--- src/rtl/writeback_arbiter.sv ---
// writeback_arbiter: register-file write-back stage.
// Merges a never-stalling ALU result stream with a valid/ready load-return
// stream (buffered in a DEPTH-entry FIFO) into one registered write per cycle.
// Optional feature macro: WB_FWD_EN enables forwarding of pending results to
// the two operand-read addresses; when undefined the forwarding outputs are
// tied to zero and no compare logic exists.
module writeback_arbiter #(
    parameter int DATA_WIDTH = 32,
    parameter int ADDR_WIDTH = 5,
    parameter int DEPTH      = 4
) (
    input  logic                  iClk,
    input  logic                  iRst,
    input  logic                  iAluValid,
    input  logic [ADDR_WIDTH-1:0] iAluAddr,
    input  logic [DATA_WIDTH-1:0] iAluData,
    input  logic                  iLdValid,
    output logic                  oLdReady,
    input  logic [ADDR_WIDTH-1:0] iLdAddr,
    input  logic [DATA_WIDTH-1:0] iLdData,
    output logic                  oEnWrite,
    output logic [ADDR_WIDTH-1:0] oAddrWrite,
    output logic [DATA_WIDTH-1:0] oDataWrite,
    input  logic [ADDR_WIDTH-1:0] iAddrRead0,
    input  logic [ADDR_WIDTH-1:0] iAddrRead1,
    output logic                  oFwdHit0,
    output logic [DATA_WIDTH-1:0] oFwdData0,
    output logic                  oFwdHit1,
    output logic [DATA_WIDTH-1:0] oFwdData1,
    output logic                  oBusy
);

    localparam int PW = (DEPTH > 1) ? $clog2(DEPTH) : 1;
    localparam logic [PW:0]           FULL_COUNT = (PW+1)'(DEPTH);
    localparam logic [PW:0]           CNT_ZERO   = {(PW+1){1'b0}};
    localparam logic [PW:0]           CNT_ONE    = {{PW{1'b0}}, 1'b1};
    localparam logic [PW-1:0]         PTR_ONE    = {{(PW-1){1'b0}}, 1'b1};
    localparam logic [ADDR_WIDTH-1:0] ADDR_ZERO  = {ADDR_WIDTH{1'b0}};
    localparam logic [DATA_WIDTH-1:0] DATA_ZERO  = {DATA_WIDTH{1'b0}};

    // FIFO storage and control state
    logic [ADDR_WIDTH-1:0] fifo_addr_q [DEPTH];
    logic [ADDR_WIDTH-1:0] fifo_addr_d [DEPTH];
    logic [DATA_WIDTH-1:0] fifo_data_q [DEPTH];
    logic [DATA_WIDTH-1:0] fifo_data_d [DEPTH];
    logic [DEPTH-1:0]      valid_q, valid_d;
    logic [PW-1:0]         rd_ptr_q, rd_ptr_d;
    logic [PW-1:0]         wr_ptr_q, wr_ptr_d;
    logic [PW:0]           count_q, count_d;

    // Output write register
    logic                  en_q, en_d;
    logic [ADDR_WIDTH-1:0] waddr_q, waddr_d;
    logic [DATA_WIDTH-1:0] wdata_q, wdata_d;

    // Per-cycle decisions
    logic alu_wr_s;
    logic ld_ready_s;
    logic ld_push_s;
    logic fifo_empty_s;
    logic pop_s;
    logic bypass_s;
    logic ld_drop_s;
    logic enq_s;
    logic head_valid_s;

    // Arbitration decisions for this cycle (ALU > FIFO head > bypassed load)
    always_comb begin
        alu_wr_s     = iAluValid && (iAluAddr != ADDR_ZERO);
        ld_ready_s   = !iRst && (count_q < FULL_COUNT);
        ld_push_s    = iLdValid && ld_ready_s;
        fifo_empty_s = (count_q == CNT_ZERO);
        pop_s        = !alu_wr_s && !fifo_empty_s;
        bypass_s     = !alu_wr_s && fifo_empty_s && ld_push_s;
        // A same-cycle load to the ALU's register is older and thus dead.
        ld_drop_s    = alu_wr_s && (iLdAddr == iAluAddr);
        enq_s        = ld_push_s && !bypass_s && !ld_drop_s;
        head_valid_s = valid_q[rd_ptr_q];
    end

    // Next-state for FIFO contents, pointers, count and write register
    always_comb begin
        fifo_addr_d = fifo_addr_q;
        fifo_data_d = fifo_data_q;
        valid_d     = valid_q;
        rd_ptr_d    = rd_ptr_q;
        wr_ptr_d    = wr_ptr_q;
        count_d     = count_q;
        en_d        = 1'b0;
        waddr_d     = waddr_q;
        wdata_d     = wdata_q;

        // A younger ALU write kills every queued load to the same register;
        // the slot stays occupied and pops as a no-write.
        for (int i = 0; i < DEPTH; i++) begin
            if (alu_wr_s && (fifo_addr_q[i] == iAluAddr)) begin
                valid_d[i] = 1'b0;
            end else begin
                valid_d[i] = valid_q[i];
            end
        end

        if (enq_s) begin
            fifo_addr_d[wr_ptr_q] = iLdAddr;
            fifo_data_d[wr_ptr_q] = iLdData;
            valid_d[wr_ptr_q]     = (iLdAddr != ADDR_ZERO);
            wr_ptr_d              = wr_ptr_q + PTR_ONE;
        end else begin
            wr_ptr_d = wr_ptr_q;
        end

        if (pop_s) begin
            rd_ptr_d = rd_ptr_q + PTR_ONE;
        end else begin
            rd_ptr_d = rd_ptr_q;
        end

        case ({enq_s, pop_s})
            2'b10:   count_d = count_q + CNT_ONE;
            2'b01:   count_d = count_q - CNT_ONE;
            default: count_d = count_q;
        endcase

        if (alu_wr_s) begin
            en_d    = 1'b1;
            waddr_d = iAluAddr;
            wdata_d = iAluData;
        end else if (pop_s) begin
            en_d = head_valid_s;
            if (head_valid_s) begin
                waddr_d = fifo_addr_q[rd_ptr_q];
                wdata_d = fifo_data_q[rd_ptr_q];
            end else begin
                waddr_d = waddr_q;
                wdata_d = wdata_q;
            end
        end else if (bypass_s) begin
            en_d = (iLdAddr != ADDR_ZERO);
            if (iLdAddr != ADDR_ZERO) begin
                waddr_d = iLdAddr;
                wdata_d = iLdData;
            end else begin
                waddr_d = waddr_q;
                wdata_d = wdata_q;
            end
        end else begin
            en_d = 1'b0;
        end
    end

    // State registers with synchronous active-high reset
    always_ff @(posedge iClk) begin
        if (iRst) begin
            for (int i = 0; i < DEPTH; i++) begin
                fifo_addr_q[i] <= ADDR_ZERO;
                fifo_data_q[i] <= DATA_ZERO;
            end
            valid_q  <= {DEPTH{1'b0}};
            rd_ptr_q <= {PW{1'b0}};
            wr_ptr_q <= {PW{1'b0}};
            count_q  <= CNT_ZERO;
            en_q     <= 1'b0;
            waddr_q  <= ADDR_ZERO;
            wdata_q  <= DATA_ZERO;
        end else begin
            fifo_addr_q <= fifo_addr_d;
            fifo_data_q <= fifo_data_d;
            valid_q     <= valid_d;
            rd_ptr_q    <= rd_ptr_d;
            wr_ptr_q    <= wr_ptr_d;
            count_q     <= count_d;
            en_q        <= en_d;
            waddr_q     <= waddr_d;
            wdata_q     <= wdata_d;
        end
    end

    assign oLdReady   = ld_ready_s;
    assign oEnWrite   = en_q;
    assign oAddrWrite = waddr_q;
    assign oDataWrite = wdata_q;
    assign oBusy      = (count_q != CNT_ZERO) || en_q;

`ifdef WB_FWD_EN
    // Youngest pending value for raddr: output register first, then FIFO
    // entries oldest-to-youngest so the youngest valid match wins.
    function automatic logic [DATA_WIDTH:0] fwd_lookup(input logic [ADDR_WIDTH-1:0] raddr);
        logic                  hit;
        logic [DATA_WIDTH-1:0] data;
        logic [PW-1:0]         idx;
        hit  = 1'b0;
        data = DATA_ZERO;
        if (en_q && (waddr_q == raddr)) begin
            hit  = 1'b1;
            data = wdata_q;
        end else begin
            hit  = 1'b0;
        end
        for (int i = 0; i < DEPTH; i++) begin
            idx = rd_ptr_q + PW'(i);
            if (((PW+1)'(i) < count_q) && valid_q[idx] && (fifo_addr_q[idx] == raddr)) begin
                hit  = 1'b1;
                data = fifo_data_q[idx];
            end else begin
                hit = hit;
            end
        end
        if (raddr == ADDR_ZERO) begin
            hit  = 1'b0;
            data = DATA_ZERO;
        end else begin
            hit = hit;
        end
        return {hit, data};
    endfunction

    assign {oFwdHit0, oFwdData0} = fwd_lookup(iAddrRead0);
    assign {oFwdHit1, oFwdData1} = fwd_lookup(iAddrRead1);
`else
    logic unused_fwd_s;
    assign unused_fwd_s = ^{iAddrRead0, iAddrRead1};
    assign oFwdHit0  = 1'b0;
    assign oFwdData0 = DATA_ZERO;
    assign oFwdHit1  = 1'b0;
    assign oFwdData1 = DATA_ZERO;
`endif

endmodule
--- config.mk ---
export PLATFORM = sky130hd
export DESIGN_NAME = writeback_arbiter
export DESIGN_NICKNAME = d
export VERILOG_FILES = /design/src/rtl/writeback_arbiter.sv
export SDC_FILE = /design/constraint.sdc
export NUM_CORES = 1
export LEC_CHECK = 0
export CAP_MARGIN = 0
export CORE_ASPECT_RATIO = 0.7
export CORE_UTILIZATION = 41
export CTS_CLUSTER_SIZE = 24
export DETAILED_ROUTE_END_ITERATION = 10
export DONT_BUFFER_PORTS = 1
export PLACE_DENSITY_LB_ADDON = 0.3
export SKIP_CTS_REPAIR_TIMING = 1
export SLEW_MARGIN = 40
export SYNTH_ARGS = -nofsm -noshare
export SYNTH_HDL_FRONTEND = slang
export SYNTH_SLANG_ARGS = --single-unit
--- constraint.sdc ---
create_clock -name iClk -period 3.8 [get_ports iClk]
set_input_delay 0.57 -clock iClk [delete_from_list [all_inputs] [get_ports iClk]]
set_output_delay 0.57 -clock iClk [all_outputs]
set_load 0.005 [all_outputs]
==> impl_metrics.json <==
{
  "final_util_pct": 43.8,
  "placementRows": 47,
  "syn_inst": 1157,
  "pwr-share-comb_pct": 24.6,
  "core_area_sq_mm": 0.0236,
  "final_cell_mix": "a21oi_1 (224), dfxtp_1 (195), nand3_1 (149), o21ai_0 (146), nand2_1 (86)",
  "fmax_mhz": 372,
  "routabilityCongestion": 0.825,
  "grt.overflow.total": 0,
  "worst_slew_pin_slew_ps": 819,
  "switching_share_pct": 33.0,
  "clkTransAtPathRegs_ps": 70,
  "clockBufferDepth": 2,
  "yosys.area.top_type": "dfxtp_1",
  "ys_top_cells_by_area": "dfxtp_1 (40%), a21oi_1 (12%), mux4_2 (8.7%)",
  "p_clk_share_pct": 34.7,
  "grt_pass1_wl_mm": 45.1,
  "p_sw_w": 0.00192,
  "crit_path_end_kind": "register",
  "cap_violations": 0,
  "critPathLaunchType": "register",
  "first_iter_violations": 936,
  "io_buffer_count": 0,
  "synth_flop_cell": "dfxtp_1",
  "rsz0062_at_grt": "false",
  "synth_cell_type_count": 40,
  "synth_area_per_cell_sq_um": 8.52,
  "antenna_found_initial": 0,
  "cts.sinks": 197,
  "vias": 8302,
  "hp-class": "primary input to register",
  "min_to": "fifo_data_q[98]$_SDFFE_PP0P_",
  "drtPass1Iterations": 7,
  "status": "finished clean",
  "seqPwrFrac_pct": 40.7,
  "ant_nets": 0,
  "maxSlewHeadroom_pct": 45.3,
  "antenna_cells": 0,
  "pwr_density_cell_mw_per_mm2": 564,
  "drv_slew": 0,
  "fp.dieW_um": 187,
  "p_int_w": 0.00391,
  "grt_pass1_vias": 7672,
  "clock_latency_ps": 440,
  "syn2layout_area_growth_pct": 5.00,
  "cp.arrival_ps": 3070,
  "power.leakage_nw": 3.42,
  "synth-edff-count": 0,
  "drive_gt1_share_pct": 9.74,
  "period_minus_slack_ps": 2690,
  "hold_path.startpoint": "iRst",
  "crit_fanout": 21,
  "crit_type": "register to register",
  "rr_startpoint": "count_q[2]$_SDFFE_PP0P_",
  "final_common_cell": "a21oi_1",
  "setup_viol": 0,
  "hold_depth": 1,
  "cts_tree": "yes",
  "synth_top_area_share_pct": 40.0,
  "wirelength_mm": 28.8,
  "dp_hpwl_mm": 16.6,
  "viasPerCell": 5.90,
  "initial_core_util_pct": 41.7,
  "ys_warn_count": 0,
  "reg2reg_to": "oDataWrite[17]$_SDFFE_PP0P_",
  "die_area_sq_mm": 0.0247,
  "wire_per_inst_um": 20.5,
  "r2r_cells": 5,
  "die_height_um": 132,
  "ios": 194,
  "finalClockSkew_ps": 8.46,
  "post-route-drc-count": 0,
  "ys_ff_latch": 197,
  "finalCritPeriodShare_pct": 70.8,
  "critPathRequiredTime_ps": 4170,
  "peakVddDrop_uv": 363,
  "syn_area_sq_mm": 0.00985,
  "grt_max_degree": 161,
  "grtUsageTotal_pct": 23.3,
  "async_reset_ff_share_pct": 0,
  "root_buffer": "clkbuf_16",
  "fin_nets": 1169,
  "cts_made_buffers": 17,
  "fin_tns_setup_ps": 0,
  "cts_max_level": 4,
  "r2r_setup_slack_ps": 1110,
  "synth_seq_area_share_pct": 40.0,
  "finalPower_w": 0.00583,
  "final-hold-violation-count": 0
}
[cell usage after synthesis, types with 3 or more instances]
library cell	n
a21o_2	4
a21oi_1	228
a41o_1	4
and3_1	5
buf_1	6
buf_2	47
buf_4	70
buf_6	6
clkbuf_1	55
dfxtp_1	197
ha_1	5
inv_1	4
mux4_2	38
nand2_1	86
nand3_1	149
nand4_1	4
nor2_1	10
nor3_1	6
o21ai_0	146
o21ai_1	3
o2bb2ai_1	35
xnor2_1	12
xor2_1	17
[worst max path at each step]
| stage | startpoint | slack [ps] | end | cells past startpoint |
|---|---|---|---|---|
| floorplan | iAluAddr[3] | 750 | count_q[2]$_SDFFE_PP0P_ | 11 |
| global placement | iAluAddr[2] | 830 | count_q[2]$_SDFFE_PP0P_ | 9 |
| detailed placement | iAluAddr[2] | 810 | count_q[2]$_SDFFE_PP0P_ | 9 |
| CTS | count_q[2]$_SDFFE_PP0P_ | 1100 | oDataWrite[30]$_SDFFE_PP0P_ | 5 |
| global route | count_q[2]$_SDFFE_PP0P_ | 940 | oAddrWrite[2]$_SDFFE_PP0P_ | 5 |
| finish | count_q[2]$_SDFFE_PP0P_ | 1110 | oDataWrite[17]$_SDFFE_PP0P_ | 5 |
[critical path, cell delays in order, from the launching register on]
cell       delay [ps]
dfxtp_1           360
or3_2             750
o311ai_4          620
nand2_2           370
buf_4             350
o2bb2ai_1         170
[state kept, by name, summed over array words and instances, names as in the netlist]
register,flops
rd_ptr_q,2
oEnWrite,1
fifo_data_q,128
oDataWrite,32
wr_ptr_q,2
oAddrWrite,5
count_q,3
fifo_addr_q,20
valid_q,4
[layout make-up]
type,instances,area (sq um)
Sequential cell,197,3950
Multi-Input combinational cell,837,5170
Timing Repair Buffer,18,173
Fill cell,2333,13300
Clock buffer,21,450
Tap cell,318,398
Inverter,4,15.0
Clock inverter,11,196
[per-layer routing]
metal	global-route usage (%)	up-vias	part of all wire (%)
met5	0	-	0
met4	5.15	0	1.0
met3	4.89	26	8.5
met2	33.8	373	44
met1	35.1	4039	46
li1	-	3864	-
[through the flow]
stage,area [sq um],worst slack (ps),instances,hold slack [ps]
after floorplan,10100,748,1222,451
after global placement,9680,826,1374,453
after detailed placement,9680,813,1374,461
after CTS,10300,1100,1406,200
after global routing,10300,945,1406,192
final,10300,1110,1406,217
[power groups by stage]
stage	sequential [W]	combinational [W]	clock [W]
6_report	0.00237	0.00144	0.00202
3_3_place_gp	0.00242	0.00139	0
4_1_cts	0.00237	0.00142	0.00205
3_5_place_dp	0.00242	0.00142	0
2_1_floorplan	0.00236	0.00113	0
5_1_grt	0.00239	0.00158	0.00213
[logic make-up (layout without fill, tap and decap cells)]
group	count (synthesis)	after routing	share of synthesized area, %
other	1	66	0.0381
DFF	197	197	40.0
xor gates and xnor gates	29	29	2.58
adders and majority gates	6	6	0.838
and+or+nand+nor	270	270	13.1
muxes	40	40	8.89
AOI/OAI and AO/OA	426	426	23.7
buffers and inverters	188	54	10.9
Note: power is estimated with default switching activity, not from simulation.
